### src/rtl/mem_loader_pkg.sv
// Shared types and constants for the host-side memory loader: command codes,
// FSM state encodings and the header word layout.
package mem_loader_pkg;

    typedef enum logic [1:0] {
        CMD_LOAD_I = 2'd0,
        CMD_LOAD_D = 2'd1,
        CMD_DUMP_D = 2'd2,
        CMD_RUN    = 2'd3
    } cmd_e;

    typedef enum logic [3:0] {
        ST_HDR,
        ST_LOAD_I,
        ST_LOAD_D_LO,
        ST_LOAD_D_HI,
        ST_DUMP_RD,
        ST_DUMP_WAIT,
        ST_DUMP_LO,
        ST_DUMP_HI,
        ST_RUN,
        ST_RUN_ACK
    } state_e;

    typedef enum logic [1:0] {
        SER_IDLE,
        SER_LO,
        SER_HI
    } ser_e;

    // Header layout: [31:30] cmd, [29:16] base word index, [15:0] count.
    typedef struct packed {
        cmd_e        cmd;
        logic [13:0] base;
        logic [15:0] count;
    } header_t;

    localparam logic [31:0] RUN_DONE = 32'h0000_0D0E;

endpackage

### src/rtl/mem_loader_if.sv
// Host stream plus instruction/data memory ext ports driven by the loader.
// The master modport is the loader side; slave is the host/memory side.
interface mem_loader_if #(
    parameter int ADDR_W = 64
) ();
    logic              s_valid;
    logic              s_ready;
    logic [31:0]       s_data;
    logic              m_valid;
    logic              m_ready;
    logic [31:0]       m_data;
    logic [ADDR_W-1:0] imem_addr;
    logic              imem_wen;
    logic              imem_ren;
    logic [31:0]       imem_wdata;
    logic [ADDR_W-1:0] dmem_addr;
    logic              dmem_wen;
    logic              dmem_ren;
    logic [63:0]       dmem_wdata;
    logic [63:0]       dmem_rdata;
    logic              cpu_enable;
    logic              busy;

    modport master (
        input  s_valid, s_data, m_ready, dmem_rdata,
        output s_ready, m_valid, m_data,
               imem_addr, imem_wen, imem_ren, imem_wdata,
               dmem_addr, dmem_wen, dmem_ren, dmem_wdata,
               cpu_enable, busy
    );

    modport slave (
        output s_valid, s_data, m_ready, dmem_rdata,
        input  s_ready, m_valid, m_data,
               imem_addr, imem_wen, imem_ren, imem_wdata,
               dmem_addr, dmem_wen, dmem_ren, dmem_wdata,
               cpu_enable, busy
    );
endinterface

### src/rtl/mem_loader_out_ser.sv
// Captures one 64-bit data-memory word and emits it as two 32-bit stream
// words, low half first, under valid/ready.
module mem_loader_out_ser
    import mem_loader_pkg::*;
(
    input  logic        clk,
    input  logic        rst,
    input  logic        load_i,
    input  logic [63:0] data_i,
    input  logic        ready_i,
    output logic        valid_o,
    output logic [31:0] data_o,
    output logic        done_o
);

    ser_e        phase_q, phase_d;
    logic [63:0] data_q, data_d;

    // NOTE: next-state values get defaults before the case so no path leaves them unassigned (no latches).
    always_comb begin
        phase_d = phase_q;
        data_d  = data_q;
        done_o  = 1'b0;
        unique case (phase_q)
            SER_IDLE: begin
                if (load_i) begin
                    data_d  = data_i;
                    phase_d = SER_LO;
                end
            end
            SER_LO:   if (ready_i) phase_d = SER_HI;
            SER_HI: begin
                if (ready_i) begin
                    phase_d = SER_IDLE;
                    done_o  = 1'b1;
                end
            end
            default:  phase_d = SER_IDLE;
        endcase
    end

    assign valid_o = (phase_q != SER_IDLE);
    assign data_o  = (phase_q == SER_HI) ? data_q[63:32] :
                     (phase_q == SER_LO) ? data_q[31:0]  : 32'h0;

    // NOTE: state registers use non-blocking assignments; reset is synchronous and drops any pending word.
    always_ff @(posedge clk) begin
        if (rst) begin
            phase_q <= SER_IDLE;
            data_q  <= '0;
        end else begin
            phase_q <= phase_d;
            data_q  <= data_d;
        end
    end

endmodule

### src/rtl/mem_loader.sv
// Host-side initiator: decodes header/payload words to load instruction and
// data memory, dump data memory back to the host, and gate the CPU for N cycles.
module mem_loader
    import mem_loader_pkg::*;
#(
    parameter int ADDR_W = 64,
    parameter int RD_LAT = 1
) (
    input  logic          clk,
    input  logic          rst,
    mem_loader_if.master  bus
);

    state_e            state_q, state_d;
    logic [15:0]       idx_q, idx_d;
    logic [15:0]       cnt_q, cnt_d;
    logic [31:0]       lo_q, lo_d;
    logic [1:0]        wait_q, wait_d;
    logic [ADDR_W-1:0] imem_addr_q, imem_addr_d;
    logic [31:0]       imem_wdata_q, imem_wdata_d;
    logic              imem_wen_q, imem_wen_d;
    logic [ADDR_W-1:0] dmem_addr_q, dmem_addr_d;
    logic [63:0]       dmem_wdata_q, dmem_wdata_d;
    logic              dmem_wen_q, dmem_wen_d;
    logic              dmem_ren_q, dmem_ren_d;
    logic              cpu_en_q, cpu_en_d;

    logic              s_ready, s_fire, m_valid, m_fire;
    logic              ser_load, ser_valid, ser_done;
    logic [31:0]       ser_data;
    header_t           hdr;

    assign hdr     = header_t'(bus.s_data);
    assign s_ready = (state_q inside {ST_HDR, ST_LOAD_I, ST_LOAD_D_LO, ST_LOAD_D_HI});
    assign s_fire  = bus.s_valid && s_ready;
    assign m_valid = ser_valid || (state_q == ST_RUN_ACK);
    assign m_fire  = m_valid && bus.m_ready;

    always_comb begin
        state_d      = state_q;
        idx_d        = idx_q;
        cnt_d        = cnt_q;
        lo_d         = lo_q;
        wait_d       = wait_q;
        imem_addr_d  = imem_addr_q;
        imem_wdata_d = imem_wdata_q;
        imem_wen_d   = 1'b0;
        dmem_addr_d  = dmem_addr_q;
        dmem_wdata_d = dmem_wdata_q;
        dmem_wen_d   = 1'b0;
        dmem_ren_d   = 1'b0;
        cpu_en_d     = 1'b0;
        ser_load     = 1'b0;

        unique case (state_q)
            ST_HDR: begin
                if (s_fire) begin
                    idx_d = {2'b00, hdr.base};
                    cnt_d = hdr.count;
                    // A zero count stays in HDR so no port sees any activity.
                    if (hdr.count != 16'd0) begin
                        unique case (hdr.cmd)
                            CMD_LOAD_I: state_d = ST_LOAD_I;
                            CMD_LOAD_D: state_d = ST_LOAD_D_LO;
                            CMD_DUMP_D: state_d = ST_DUMP_RD;
                            CMD_RUN: begin
                                state_d  = ST_RUN;
                                cpu_en_d = 1'b1;
                            end
                            default:    state_d = ST_HDR;
                        endcase
                    end
                end
            end
            ST_LOAD_I: begin
                if (s_fire) begin
                    imem_wen_d   = 1'b1;
                    imem_addr_d  = ADDR_W'({idx_q, 2'b00});
                    imem_wdata_d = bus.s_data;
                    idx_d        = idx_q + 16'd1;
                    cnt_d        = cnt_q - 16'd1;
                    if (cnt_q == 16'd1) state_d = ST_HDR;
                end
            end
            ST_LOAD_D_LO: begin
                if (s_fire) begin
                    lo_d    = bus.s_data;
                    state_d = ST_LOAD_D_HI;
                end
            end
            ST_LOAD_D_HI: begin
                if (s_fire) begin
                    dmem_wen_d   = 1'b1;
                    dmem_addr_d  = ADDR_W'({idx_q, 3'b000});
                    dmem_wdata_d = {bus.s_data, lo_q};
                    idx_d        = idx_q + 16'd1;
                    cnt_d        = cnt_q - 16'd1;
                    state_d      = (cnt_q == 16'd1) ? ST_HDR : ST_LOAD_D_LO;
                end
            end
            ST_DUMP_RD: begin
                dmem_ren_d  = 1'b1;
                dmem_addr_d = ADDR_W'({idx_q, 3'b000});
                wait_d      = 2'd0;
                state_d     = ST_DUMP_WAIT;
            end
            ST_DUMP_WAIT: begin
                // The registered ren is visible one cycle after DUMP_RD, so rdata lands RD_LAT cycles later.
                if (wait_q == 2'(RD_LAT)) begin
                    ser_load = 1'b1;
                    state_d  = ST_DUMP_LO;
                end else begin
                    wait_d = wait_q + 2'd1;
                end
            end
            ST_DUMP_LO: if (m_fire) state_d = ST_DUMP_HI;
            ST_DUMP_HI: begin
                if (ser_done) begin
                    idx_d   = idx_q + 16'd1;
                    cnt_d   = cnt_q - 16'd1;
                    state_d = (cnt_q == 16'd1) ? ST_HDR : ST_DUMP_RD;
                end
            end
            ST_RUN: begin
                cnt_d = cnt_q - 16'd1;
                if (cnt_q == 16'd1) state_d = ST_RUN_ACK;
                else                cpu_en_d = 1'b1;
            end
            ST_RUN_ACK: if (m_fire) state_d = ST_HDR;
            default:    state_d = ST_HDR;
        endcase
    end

    always_ff @(posedge clk) begin
        if (rst) begin
            state_q      <= ST_HDR;
            idx_q        <= '0;
            cnt_q        <= '0;
            lo_q         <= '0;
            wait_q       <= '0;
            imem_addr_q  <= '0;
            imem_wdata_q <= '0;
            imem_wen_q   <= 1'b0;
            dmem_addr_q  <= '0;
            dmem_wdata_q <= '0;
            dmem_wen_q   <= 1'b0;
            dmem_ren_q   <= 1'b0;
            cpu_en_q     <= 1'b0;
        end else begin
            state_q      <= state_d;
            idx_q        <= idx_d;
            cnt_q        <= cnt_d;
            lo_q         <= lo_d;
            wait_q       <= wait_d;
            imem_addr_q  <= imem_addr_d;
            imem_wdata_q <= imem_wdata_d;
            imem_wen_q   <= imem_wen_d;
            dmem_addr_q  <= dmem_addr_d;
            dmem_wdata_q <= dmem_wdata_d;
            dmem_wen_q   <= dmem_wen_d;
            dmem_ren_q   <= dmem_ren_d;
            cpu_en_q     <= cpu_en_d;
        end
    end

    mem_loader_out_ser u_ser (
        .clk     (clk),
        .rst     (rst),
        .load_i  (ser_load),
        .data_i  (bus.dmem_rdata),
        .ready_i (bus.m_ready),
        .valid_o (ser_valid),
        .data_o  (ser_data),
        .done_o  (ser_done)
    );

    assign bus.s_ready    = s_ready;
    assign bus.m_valid    = m_valid;
    assign bus.m_data     = (state_q == ST_RUN_ACK) ? RUN_DONE : ser_data;
    assign bus.imem_addr  = imem_addr_q;
    assign bus.imem_wen   = imem_wen_q;
    assign bus.imem_ren   = 1'b0;
    assign bus.imem_wdata = imem_wdata_q;
    assign bus.dmem_addr  = dmem_addr_q;
    assign bus.dmem_wen   = dmem_wen_q;
    assign bus.dmem_ren   = dmem_ren_q;
    assign bus.dmem_wdata = dmem_wdata_q;
    assign bus.cpu_enable = cpu_en_q;
    assign bus.busy       = (state_q != ST_HDR);

endmodule

### src/flat_wrapper.sv
// flat-port wrapper written by rule: the top's interface ports become plain ports
module mem_loader_flat import mem_loader_pkg::*;
#(
    parameter int ADDR_W = 64,
    parameter int RD_LAT = 1
)
  (clk, rst, bus_s_valid, bus_s_data, bus_m_ready, bus_dmem_rdata, bus_s_ready, bus_m_valid, bus_m_data, bus_imem_addr, bus_imem_wen, bus_imem_ren, bus_imem_wdata, bus_dmem_addr, bus_dmem_wen, bus_dmem_ren, bus_dmem_wdata, bus_cpu_enable, bus_busy);
  mem_loader_if #(.ADDR_W(ADDR_W)) bus_i ();
  input  logic clk;
  input  logic rst;
  input wire logic [$bits(bus_i.s_valid)-1:0] bus_s_valid;
  input wire logic [$bits(bus_i.s_data)-1:0] bus_s_data;
  input wire logic [$bits(bus_i.m_ready)-1:0] bus_m_ready;
  input wire logic [$bits(bus_i.dmem_rdata)-1:0] bus_dmem_rdata;
  output wire logic [$bits(bus_i.s_ready)-1:0] bus_s_ready;
  output wire logic [$bits(bus_i.m_valid)-1:0] bus_m_valid;
  output wire logic [$bits(bus_i.m_data)-1:0] bus_m_data;
  output wire logic [$bits(bus_i.imem_addr)-1:0] bus_imem_addr;
  output wire logic [$bits(bus_i.imem_wen)-1:0] bus_imem_wen;
  output wire logic [$bits(bus_i.imem_ren)-1:0] bus_imem_ren;
  output wire logic [$bits(bus_i.imem_wdata)-1:0] bus_imem_wdata;
  output wire logic [$bits(bus_i.dmem_addr)-1:0] bus_dmem_addr;
  output wire logic [$bits(bus_i.dmem_wen)-1:0] bus_dmem_wen;
  output wire logic [$bits(bus_i.dmem_ren)-1:0] bus_dmem_ren;
  output wire logic [$bits(bus_i.dmem_wdata)-1:0] bus_dmem_wdata;
  output wire logic [$bits(bus_i.cpu_enable)-1:0] bus_cpu_enable;
  output wire logic [$bits(bus_i.busy)-1:0] bus_busy;
  assign bus_i.s_valid = bus_s_valid;
  assign bus_i.s_data = bus_s_data;
  assign bus_i.m_ready = bus_m_ready;
  assign bus_i.dmem_rdata = bus_dmem_rdata;
  assign bus_s_ready = bus_i.s_ready;
  assign bus_m_valid = bus_i.m_valid;
  assign bus_m_data = bus_i.m_data;
  assign bus_imem_addr = bus_i.imem_addr;
  assign bus_imem_wen = bus_i.imem_wen;
  assign bus_imem_ren = bus_i.imem_ren;
  assign bus_imem_wdata = bus_i.imem_wdata;
  assign bus_dmem_addr = bus_i.dmem_addr;
  assign bus_dmem_wen = bus_i.dmem_wen;
  assign bus_dmem_ren = bus_i.dmem_ren;
  assign bus_dmem_wdata = bus_i.dmem_wdata;
  assign bus_cpu_enable = bus_i.cpu_enable;
  assign bus_busy = bus_i.busy;
  mem_loader #(.ADDR_W(ADDR_W), .RD_LAT(RD_LAT)) u_core (.clk(clk), .rst(rst), .bus(bus_i));
endmodule
### config.mk
export PLATFORM = sky130hd
export DESIGN_NAME = mem_loader_flat
export DESIGN_NICKNAME = d
export VERILOG_FILES = /design/src/rtl/mem_loader_pkg.sv /design/src/rtl/mem_loader_if.sv /design/src/rtl/mem_loader_out_ser.sv /design/src/rtl/mem_loader.sv /design/src/flat_wrapper.sv
export SDC_FILE = /design/constraint.sdc
export NUM_CORES = 1
export LEC_CHECK = 0
export CORE_UTILIZATION = 38
export CTS_CLUSTER_DIAMETER = 150
export DETAILED_ROUTE_END_ITERATION = 7
export PLACE_DENSITY = 0.72
export REMOVE_ABC_BUFFERS = 1
export SYNTH_ARGS = -nofsm -noshare
export SYNTH_HDL_FRONTEND = slang
export SYNTH_SLANG_ARGS = --single-unit
### constraint.sdc
create_clock -name clk -period 5.65 [get_ports clk]
set_input_delay 1.695 -clock clk [delete_from_list [all_inputs] [get_ports clk]]
set_output_delay 1.695 -clock clk [all_outputs]
set_load 0.05 [all_outputs]
==> results by group <==
Outcome
  – Status: completed

Yosys
  – Sequential area share after synthesis: 0.465
  – #FFs+latches synth: 268
  – Mux share of post-synthesis cell area: 0.0149
  – YS warnings: 0
  – Simple-Gate Fraction of Synth Area: 0.230
  – Synth Instances: 1,506
  – Post-synthesis compound-gate area fraction: 0.183
  – Number of library cell types mapped by synthesis: 64
  – Adder-cell area share of the yosys netlist: 0.00434
  – Asr flop ratio synth: 0
  – Top_reg_cell synth: dfxtp_1
  – Synth Area in XOR/XNOR: 0
  – Post-Syn Area: 11,500 um2
  – Main combinational cell family by area after synthesis: simple AND/OR/NAND/NOR gates
  – Avg Inst Size Synth: 7.66 um2
  – Post-synth EDFFs: 0

STA
  – Pins Over Slew Limit: 0
  – Final Hold Fails: 0
  – Slew HR: 0.285
  – Final setup violation count: 0
  – Final Hold Slack: 0.448 ns
  – Final Skew: 0.0190 ns
  – Worst slew pin tran: 1.07 ns
  – RSZ-0062 raised after global routing: false
  – Final cycle utilization of the critical path: 0.905
  – Min Tclk post-route: 5.11 ns
  – F_max: 0.196 GHz
  – Final critical-path setup slack: 0.536 ns

Die
  – Die area: 31,100 um2
  – Starting Density: 0.387
  – Cell Rows: 63
  – Die Height: 176 um
  – IO Count: 364
  – Die width: 176 um
  – CORE AREA: 29,800 um2

Clock network
  – Worst-case clock buffer depth: 3
  – Total clock buffers created by CTS: 28
  – CTS sink count: 268
  – CTS Hold Bufs: 0
  – TritonCTS clock tree: built
  – H-tree depth: 1
  – Root buffer cell: clkbuf_16
  – Setup Buffers After CTS: 0
  – Clock-pin slew on the worst setup and hold paths: 0.07 ns
  – Later-pin clock latency in the skew report: 0.54 ns
  – PostCTS Resize Cnt: 0

Power
  – Switching Power: 2.10 mW
  – Int Pwr: 3.70 mW
  – Combinational power share: 0.294
  – Sequential share of power: 0.381
  – Worst vdd ir: 253 uV
  – Total power: 5.80 mW
  – Leak: 5.26 nW
  – Clock network power share: 0.324
  – PD cells: 386 nW/um2
  – Switch share: 0.362

Global routing
  – Largest net degree at the start of global routing: 121
  – GRT Resource Usage Total: 0.198
  – First-pass GRT wire length: 50,500 um
  – Grt ovf: 0
  – Vias in the first global route: 9,642
  – Initial antenna violation count: 0

Setup path
  – Worst Setup Path Type: reg2out
  – Worst R2R End: u_core.cnt_q[5]
  – Critical-path maximum fanout: 19
  – Worst r2r src: u_core.state_q[3]
  – CP Launch Type: flip-flop
  – CP Capture Type: primary output
  – Critical Path RT: 3.95 ns
  – WP data arrival: 3.42 ns
  – R2R cell count: 5
  – R2R Setup Slk: 2.64 ns

Drt
  – WL final: 32,000 um
  – Wirelength per Cell: 15.1 um
  – 1st-iter DRT viols: 651
  – Vias per inst: 5.03
  – First-pass DRT Iterations: 5
  – Post-route ant nets: 0
  – Remaining DRCs: 0
  – Routed vias: 10,600

Hold path
  – Worst Hold End: u_core.bus.dmem_wdata[14]
  – Hold depth: 2
  – Min-Delay Path Class: reg2reg
  – Hold Path Origin: u_core.lo_q[14]

Cells and area
  – Diode count: 0
  – Fillers: 2,869
  – Final Util: 0.505
  – Layout area overhead: 30.3%
  – Layout cells sized above 1: 0.0516
  – Commonest cells after routing, fill and taps aside: 448 x nand2_1, 268 x dfxtp_1, 265 x clkdlybuf4s50_1
  – Most common cell after layout, fill and taps aside: nand2_1
  – Final Cell Area: 15,000 um2
  – Nets: 1,807

Placement
  – # port buffers: 266
  – DP Area: 14,100 um2
  – Pre-CTS setup slack: 1.05 ns
  – Placer Congestion: 0.851
  – Hpwl dp: 21,000 um

Job
  – Max-Cap Viols: 0
[power groups by stage]
stage	Sequential, mW	Combinational (mW)	Clock, mW
global route	2.24	1.85	2.00
floorplan	2.39	0.971	0
finish	2.21	1.71	1.88
global placement	2.24	1.68	0
CTS	2.21	1.71	1.93
detailed placement	2.25	1.71	0
[cell usage after synthesis (3+ instances only)]
library cell / count / area (um2)
buf_4: 97 / 728
a221o_1: 6 / 60.1
or3_1: 5 / 31.3
mux2i_1: 16 / 160
nand2b_1: 4 / 25.0
nor3_1: 20 / 100
and2_1: 7 / 43.8
nand3_1: 10 / 50.1
nor2b_1: 6 / 37.5
nand4_1: 8 / 50.1
ha_1: 4 / 50.1
o21ai_0: 30 / 150
a31oi_1: 3 / 18.8
buf_2: 6 / 30.0
dfxtp_1: 268 / 5370
o21a_1: 5 / 37.5
clkbuf_1: 102 / 383
buf_1: 5 / 18.8
o21ai_1: 3 / 15.0
a22oi_1: 26 / 195
o31ai_1: 3 / 22.5
nor4_1: 11 / 68.8
a21oi_1: 248 / 1240
nand2_1: 448 / 1680
inv_1: 7 / 26.3
or4_1: 6 / 45.0
a21o_1: 10 / 75.1
nor2_1: 79 / 297
a211oi_1: 10 / 75.1
o211ai_1: 3 / 22.5
nand3b_1: 6 / 45.0
or2_2: 3 / 18.8
nor3b_1: 4 / 30.0
[cell families after synthesis]
logic type               Yosys count
AND/OR/NAND/NOR                  630
adder cells (fa/ha/maj)            4
multiplexers                      17
other                              1
buffers and inverters            217
AO/OA/AOI/OAI                    369
flip-flops                       268
[flip-flops by register name, indices dropped and copies added, names as in the netlist]
signal	flops
u_core.bus.dmem_wdata	64
u_core.u_ser.data_q	64
u_core.bus.imem_wdata	32
u_core.lo_q	32
u_core.bus.dmem_addr	16
u_core.bus.imem_addr	16
u_core.cnt_q	16
u_core.idx_q	16
u_core.state_q	4
u_core.u_ser.phase_q	2
u_core.wait_q	2
u_core.bus.cpu_enable	1
u_core.bus.dmem_ren	1
u_core.bus.dmem_wen	1
u_core.bus.imem_wen	1
[critical path: stages, from the launching register on]
cell	delay [ns]
dfxtp_1	0.68
nor4bb_4	1.01
buf_4	0.38
nor2_1	0.09
clkdlybuf4s50_1	0.71
[through the flow]
step	TNS [ns]	instances
3_5_place_dp	0	2063
3_3_place_gp	0	2063
6_report	0	2115
2_1_floorplan	-0.636	1392
5_1_grt	0	2115
4_1_cts	0	2115
[worst max-delay path by stage]
stage	from	to	depth (start not counted)
floorplan	u_core.state_q[0]	bus_m_data[0]	2
global placement	u_core.state_q[3]	bus_m_data[21]	4
detailed placement	u_core.state_q[3]	bus_m_data[16]	4
CTS	u_core.state_q[3]	bus_m_data[16]	4
global route	u_core.state_q[3]	bus_m_data[16]	4
finish	u_core.state_q[3]	bus_m_data[16]	4
[routing by layer]
| layer | global-route usage | share of wire | vias up |
|---|---|---|---|
| met2 | 0.327 | 0.47 | 415 |
| met3 | 0.0493 | 0.085 | 43 |
| met1 | 0.258 | 0.43 | 4942 |
| met5 | 0 | 0 | - |
| li1 | - | - | 5248 |
| met4 | 0.0496 | 0.018 | 0 |
[layout make-up]
cell class                      count  area, um2  share of cell area
Clock buffer                       40        867              0.0577
Clock inverter                     12       98.8             0.00657
Inverter                            7       26.3             0.00175
Multi-Input combinational cell   1117       5400               0.359
Sequential cell                   268       5370               0.357
Tap cell                          390        488              0.0325
Timing Repair Buffer              281       2790               0.186
No activity file was read; power rests on OpenSTA's default activity.
